--- config.mk ---
export PLATFORM = sky130hd
export DESIGN_NAME = branch_resolve_ctrl
export DESIGN_NICKNAME = d
export VERILOG_FILES = /design/src/rtl/branch_resolve_ctrl.sv
export SDC_FILE = /design/constraint.sdc
export NUM_CORES = 1
export LEC_CHECK = 0
export BUFFER_PORTS_ARGS = -buffer_cell sky130_fd_sc_hd__buf_2
export CAP_MARGIN = 20
export CORE_MARGIN = 2
export CORE_UTILIZATION = 45
export CTS_CLUSTER_SIZE = 24
export DETAILED_ROUTE_END_ITERATION = 6
export PLACE_DENSITY = 0.71
export SYNTH_ARGS = -nofsm -noshare
export SYNTH_HDL_FRONTEND = slang
export SYNTH_SLANG_ARGS = --single-unit
--- constraint.sdc ---
create_clock -name clk -period 6.3 [get_ports clk]
set_input_delay 1.89 -clock clk [delete_from_list [all_inputs] [get_ports clk]]
set_output_delay 1.89 -clock clk [all_outputs]
set_load 0.005 [all_outputs]
--- src/rtl/branch_resolve_ctrl.sv ---
// EX-stage branch resolution: evaluates the branch condition, trains a bimodal BHT,
// and on a misprediction runs a redirect handshake to fetch followed by an IF/ID flush.
`ifndef INST_ID_LEN
`define INST_ID_LEN 6
`endif
`ifndef NONE_ID
`define NONE_ID 6'd0
`endif
`ifndef BEQ_ID
`define BEQ_ID 6'd1
`endif
`ifndef BNE_ID
`define BNE_ID 6'd2
`endif
`ifndef BLT_ID
`define BLT_ID 6'd3
`endif
`ifndef BGE_ID
`define BGE_ID 6'd4
`endif
`ifndef BLTU_ID
`define BLTU_ID 6'd5
`endif
`ifndef BGEU_ID
`define BGEU_ID 6'd6
`endif

module branch_resolve_ctrl #(
  parameter int XLEN         = 32,
  parameter int BHT_ENTRIES  = 16,
  parameter int FLUSH_CYCLES = 2
) (
  input  logic                    clk,
  input  logic                    rst,
  input  logic                    ex_valid,
  input  logic [`INST_ID_LEN-1:0] ex_instr_id,
  input  logic [XLEN-1:0]         ex_pc,
  input  logic [XLEN-1:0]         ex_rs1,
  input  logic [XLEN-1:0]         ex_rs2,
  input  logic [XLEN-1:0]         ex_imm,
  input  logic                    ex_pred_taken,
  input  logic [XLEN-1:0]         if_pc,
  output logic                    if_pred_taken,
  output logic                    redirect_valid,
  output logic [XLEN-1:0]         redirect_pc,
  input  logic                    redirect_ready,
  output logic                    flush,
  output logic                    stall_ex,
  output logic [31:0]             branch_cnt,
  output logic [31:0]             mispredict_cnt,
  output logic [1:0]              dbg_state
);

  localparam int IDX = $clog2(BHT_ENTRIES);
  localparam int CW  = $clog2(FLUSH_CYCLES + 1);

  // Handshake: fetch takes redirect_pc in the cycle where redirect_valid && redirect_ready;
  // redirect_valid stays high and redirect_pc stable until that cycle.
  typedef enum logic [1:0] {
    IDLE     = 2'd0,
    WAIT_ACK = 2'd1,
    FLUSH    = 2'd2
  } state_t;

  state_t          state;
  logic [CW-1:0]   flush_cnt;
  logic [1:0]      bht [BHT_ENTRIES];

  logic            is_branch;
  logic            taken;
  logic            mispredict;
  logic [XLEN-1:0] next_pc;
  logic [IDX-1:0]  ex_idx;
  logic [IDX-1:0]  if_idx;
  logic            unused_pc_bits;

  assign ex_idx         = ex_pc[IDX+1:2];
  assign if_idx         = if_pc[IDX+1:2];
  assign unused_pc_bits = ^{if_pc[XLEN-1:IDX+2], if_pc[1:0]};
  assign if_pred_taken  = bht[if_idx][1];
  assign dbg_state      = state;

  always_comb begin
    is_branch = 1'b0;
    taken     = 1'b0;
    case (ex_instr_id)
      `BEQ_ID:  begin is_branch = ex_valid; taken = (ex_rs1 == ex_rs2); end
      `BNE_ID:  begin is_branch = ex_valid; taken = (ex_rs1 != ex_rs2); end
      `BLT_ID:  begin is_branch = ex_valid; taken = ($signed(ex_rs1) <  $signed(ex_rs2)); end
      `BGE_ID:  begin is_branch = ex_valid; taken = ($signed(ex_rs1) >= $signed(ex_rs2)); end
      `BLTU_ID: begin is_branch = ex_valid; taken = (ex_rs1 <  ex_rs2); end
      `BGEU_ID: begin is_branch = ex_valid; taken = (ex_rs1 >= ex_rs2); end
      default:  begin is_branch = 1'b0;     taken = 1'b0; end
    endcase
    next_pc    = taken ? (ex_pc + ex_imm) : (ex_pc + XLEN'(4));
    mispredict = is_branch && (taken != ex_pred_taken);
  end

  always_ff @(posedge clk or posedge rst) begin
    if (rst) begin
      state          <= IDLE;
      flush_cnt      <= '0;
      redirect_valid <= 1'b0;
      redirect_pc    <= '0;
      flush          <= 1'b0;
      stall_ex       <= 1'b0;
      branch_cnt     <= '0;
      mispredict_cnt <= '0;
      for (int i = 0; i < BHT_ENTRIES; i++) bht[i] <= 2'b01;
    end else begin
      case (state)
        IDLE: begin
          if (is_branch) begin
            branch_cnt <= branch_cnt + 32'd1;
            if (taken && bht[ex_idx] != 2'b11)
              bht[ex_idx] <= bht[ex_idx] + 2'b01;
            else if (!taken && bht[ex_idx] != 2'b00)
              bht[ex_idx] <= bht[ex_idx] - 2'b01;
          end
          if (mispredict) begin
            mispredict_cnt <= mispredict_cnt + 32'd1;
            redirect_pc    <= next_pc;
            redirect_valid <= 1'b1;
            stall_ex       <= 1'b1;
            state          <= WAIT_ACK;
          end
        end
        WAIT_ACK: begin
          if (redirect_valid && redirect_ready) begin
            redirect_valid <= 1'b0;
            flush          <= 1'b1;
            flush_cnt      <= CW'(FLUSH_CYCLES);
            state          <= FLUSH;
          end
        end
        FLUSH: begin
          // Counter value 1 marks the last flush cycle.
          if (flush_cnt == CW'(1)) begin
            flush    <= 1'b0;
            stall_ex <= 1'b0;
            state    <= IDLE;
          end else begin
            flush_cnt <= flush_cnt - CW'(1);
          end
        end
        default: state <= IDLE;
      endcase
    end
  end

endmodule
# Word level (Yosys, flattened, before mapping)
# Index checks and enable logic that the tools add are counted.
# word_totals
register_bits	135
input_bits	171
out_inout_bits	102
elab_cells	106
# op_classes
addsub	7
magnitude_cmp	7
eq_ne	17
mux	28
bitwise	2
n_reduce_logical	21
# op_table
cell	count
$mux 32	3
$add 32x1->32 const B	2
$bwmux 32	2
$ge 32x32->1	2
$lt 32x32->1	2
$add 32x3->32 const B	1
$add 32x32->32	1
$eq 32x32->1	1
$ne 32x32->1	1
$eq 6x3->1 const B	3
$mux 2	9
$reduce_and 3->1	6
$bmux 2 s4	2
$eq 6x2->1 const B	2
$ge 5x5->1 const B	2
$ne 2x2->1 const B	5
$not 4->5	2
$reduce_bool 2->1	5
$demux 2 s4	1
$eq 6x1->1 const B	1
$pmux 1 s2	3
$pmux 1 s6	1
$pmux 2 s3	1
$reduce_or 6->1	1
other kinds (12)	23

# Depth between registers and ports, before layout
# logic_depth
ltp_word	8
depth_mapped	13
mapped_depth_nobuf	12

# Worst setup path before layout
# Ideal clock, no wire load.
# synth_timing
kind	input-to-reg
startpoint	input port ex_pc[2]
endpoint	register bht[17] (netlist name)
setup_time_ns	0.125
t_arrival_ns	4.852
t_required_ns	6.175
path_slack_ns	1.323
stages	10
path_buffers	2
cell_sequence	clkbuf_1 mux4_2 mux2_2 o21ai_1 clkbuf_1 inv_1 ha_1 mux2i_2 nand4_1 mux2_2
# synth_via
elab_chain_len	8
elab_cells_between_ends	21
classes_between	2 x add/sub; 2 x order compare; 1 x eq/ne; 9 x mux; 1 x bitwise; 6 x reduce/logical
# synth_rtl
element	line	rtl
start, declared	37	input logic [XLEN-1:0] ex_pc,
$not 4->5 (not written as such) (*)	-	
$bmux 2 s4 (tied with other cells)	-	
$mux 2 (not written as such) or $logic_and 1x1->1 (tied branches)	-	
$mux 2, on equally long branches	-	
$sub 2x1->2 (tied with other cells)	118	bht[ex_idx] <= bht[ex_idx] - 2'b01;
$bwmux 32 (tied with other cells)	118	
$mux 32 or $reduce_bool 2->1 (tied branches)	-	
$mux 32 or $reduce_and 3->1 (tied branches)	-	
end signal, assigned by index	116	bht[ex_idx] <= bht[ex_idx] + 2'b01;
end signal, assigned by index	118	
end, declared	67	logic [1:0] bht [BHT_ENTRIES];
# Mark *: on every way between the ends. The rest lies on a longest branch, timed or not. The select of a mux whose other input is x is not followed.
# A chain may end at the register's enable or synchronous reset.

# Final worst setup path
# layout_timing
startpoint	input port if_pc[2]
endpoint	output port if_pred_taken
# layout_via
elab_chain_len	4
# layout_rtl
element	line	rtl
start, declared	42	input logic [XLEN-1:0] if_pc,
$not 4->5 (not written as such)	80	assign if_pred_taken = bht[if_idx][1];
$bmux 2 s4	80	
$mux 2 (not written as such) (2 in a row)	80	
end, declared	43	output logic if_pred_taken,
# Every way passes these cells. The select of a mux whose other input is x is not followed.

==> results.txt <==
CTS H-tree lvls -> 4
Crit Path Class -> in2out
share of layout cells above drive strength 1 -> 28.9%
maximum root-to-sink buffer count -> 2
Cell Int Power -> 0.00193 W
setup slack, reg-to-reg -> 2870 ps
final setup fails -> 0
Tcrit/Tclk final -> 80.7%
Worst path max stage delay -> 540 ps
Pins Over Slew Limit -> 0
Syn Nets -> 1260
initial antenna violation count -> 2
Crit. End Element -> output port
total power -> 0.00283 W
Std-Cell Rows -> 53
I/O Buffers -> 244
Synth Flop Type -> dfrtp_1
CTS tree -> yes
Slew @ Worst Pin -> 924 ps
clk slew on worst S/H paths -> 60 ps
# resized after CTS -> 0
Mean Syn Cell Area -> 9.37 sq um
WL per Instance -> 16.4 microns
Vias/cell -> 5.54
Seq/Total Area, Yosys -> 35.7%
Yosys warning total -> 0
cts bufs inserted -> 17
worst path arrival time -> 3190 ps
Die Area -> 0.0223 sq mm
critical path's top delay family -> multiplexers
crit path buf inv count -> 2
register share of total power -> 39.1%
worst min path class -> reg2reg
RSZ-0062 raised after global routing -> false
# hold bufs at CTS -> 0
postcts setup bufs -> 0
CP startpoint kind -> input pin
HPWL Detailed -> 19100 microns
Clock power frac -> 35.9%
cells after synthesis -> 1016
gr usage total -> 23.2%
post-synthesis cell type count -> 68
Pwr per Cell Area -> 243 mW/mm^2
final hold violation count -> 0
Worst-Skew Late Latency -> 430 ps
Fin Clk Skew -> 22.5 ps
antenna cells -> 0
Initial DRC Count -> 350
#FFs+latches synth -> 135
ys async rst share -> 100%
Post-route DRC -> 0
peak supply drop -> 0.000174 V
Max Freq -> 0.197 GHz
core box area -> 0.0209 sq mm
Hold Worst Slack -> 465 ps
Comb power frac -> 25.0%
Routed Wire Length -> 25300 microns
Antenna Nets Post-Route -> 0
status -> finished, final reports clean
die width -> 149 microns
Non-Filler Instances -> 1545
Final Util -> 55.7%
worst-path cell chain -> buf_2 -> mux4_2 -> mux4_2 -> buf_2
Rel. slew slack -> 37.9%
IO Count -> 273
placed cell count -> 1512
post-route minimum period -> 5080 ps
area grow syn2layout -> 22.3%
Root Driver -> clkbuf_16
clock tree sinks -> 135
via count -> 8562
CP Max Fanout -> 4
switching power -> 0.000901 W
Switching Share -> 31.8%
Setup TNS -> 0 ps
max cap viols -> 0
WP data required -> 4410 ps
Die H -> 149 microns
vias in the first global route -> 8480
CP max stage cell -> mux4_2
global-route wire length before repair -> 41500 microns
gr ovfl total -> 0
RePlAce Congestion -> 0.903
First-pass DRT Iterations -> 5
Post-synth EDFFs -> 0
Nets -> 1501
largest net degree at the start of global routing -> 85
Post-Synthesis Cell Area -> 0.00952 sq mm
Starting Density -> 45.6%
Lkg Pwr -> 5.80 nW
[synthesized netlist by cell type (4+ instances only)]
cell type,n,area (sq um)
o21ai_1,5,25.0
nor3_1,26,130
nand3_1,45,225
xnor2_1,82,718
o21bai_1,5,37.5
a2111oi_0,4,35.0
buf_1,4,15.0
nor2b_1,8,50.1
a221o_1,4,40.0
dfrtp_1,119,2980
mux4_2,14,315
buf_2,5,25.0
nand2b_1,5,31.3
nor3b_1,5,37.5
ha_1,72,901
nand4_1,52,325
o21ai_0,47,235
and2_1,8,50.1
xor2_1,32,280
and3_1,18,113
o31ai_1,4,30.0
a21o_1,14,105
nor4_1,6,37.5
dfstp_2,16,420
nand2_1,85,319
mux2i_1,6,60.1
mux2_2,37,417
or3_1,12,75.1
a21oi_1,57,285
a211oi_1,5,37.5
nor2_1,64,240
and4_1,10,87.6
o211ai_1,6,45.0
clkbuf_1,22,82.6
inv_1,62,233
[cell usage in the layout (no fill, tap or decap), types with 5 or more instances in the layout]
| master | n |
|---|---|
| dfstp_2 | 16 |
| o211ai_1 | 6 |
| nor3b_1 | 5 |
| a211oi_1 | 5 |
| nor4_1 | 6 |
| mux4_2 | 14 |
| xnor2_1 | 82 |
| mux2_2 | 37 |
| and3_1 | 18 |
| dfrtp_1 | 119 |
| nor2_1 | 63 |
| buf_4 | 11 |
| nor3_1 | 26 |
| xor2_1 | 32 |
| a21oi_1 | 57 |
| nand2b_1 | 5 |
| and2_1 | 8 |
| ha_1 | 72 |
| clkbuf_16 | 17 |
| and4_1 | 10 |
| or3_1 | 12 |
| o21ai_1 | 5 |
| mux2i_1 | 6 |
| o21ai_0 | 47 |
| inv_6 | 5 |
| buf_2 | 244 |
| a21o_1 | 14 |
| nor2b_1 | 8 |
| inv_1 | 61 |
| o21bai_1 | 5 |
| nand2_1 | 85 |
| nand3_1 | 45 |
| nand4_1 | 52 |
[cells by family after synthesis]
| logic type | after synthesis | share of synthesized area, % |
|---|---|---|
| flops | 135 | 35.7 |
| simple gates | 358 | 19.6 |
| buf+inv | 95 | 3.93 |
| mux | 58 | 8.47 |
| xor+xnor | 115 | 10.7 |
| compound gates | 182 | 11.9 |
| fa+ha+maj | 73 | 9.68 |
[routing by layer]
layer	vias up	track usage [%]	wire length, microns
met5	-	0	14
met4	2	6.90	478
met3	36	5.46	1510
met2	237	39.0	12200
met1	4119	29.8	11100
li1	4168	-	-
[worst paths after layout]
| check | depth (start not counted) | endpoint | startpoint |
|---|---|---|---|
| max reg2reg | 9 | branch_cnt[28] | dbg_state[0] |
| min reg2reg | 1 | branch_cnt[31] | branch_cnt[31] |
| max | 4 | if_pred_taken | if_pc[2] |
| max in group asynchronous | 3 | bht[23] | rst |
| min | 1 | branch_cnt[31] | branch_cnt[31] |
| min in group asynchronous | 2 | branch_cnt[28] | rst |
[metrics by stage]
stage / area [sq um] / setup WS, ps
6_report: 11600 / 1220
5_1_grt: 11600 / 997
4_1_cts: 11600 / 1040
3_5_place_dp: 11000 / 545
3_3_place_gp: 11000 / 571
2_1_floorplan: 9520 / 825
[layout make-up]
cell class / count / area (sq um)
sequential: 135 / 3400
multi-input combinational: 786 / 5760
fill: 1894 / 9260
clock inverter: 14 / 164
inverter: 62 / 238
clock buffer: 18 / 429
tap: 275 / 344
timing repair buffer: 255 / 1300
[power by group through the flow]
stage / clock [W] / combinational [W] / sequential (W)
detailed placement: 0 / 0.000710 / 0.00112
CTS: 0.00104 / 0.000713 / 0.00111
global placement: 0 / 0.000695 / 0.00111
finish: 0.00102 / 0.000707 / 0.00111
global route: 0.00107 / 0.000796 / 0.00112
floorplan: 0 / 0.000398 / 0.00112
Note: power is estimated with default switching activity, not from simulation.
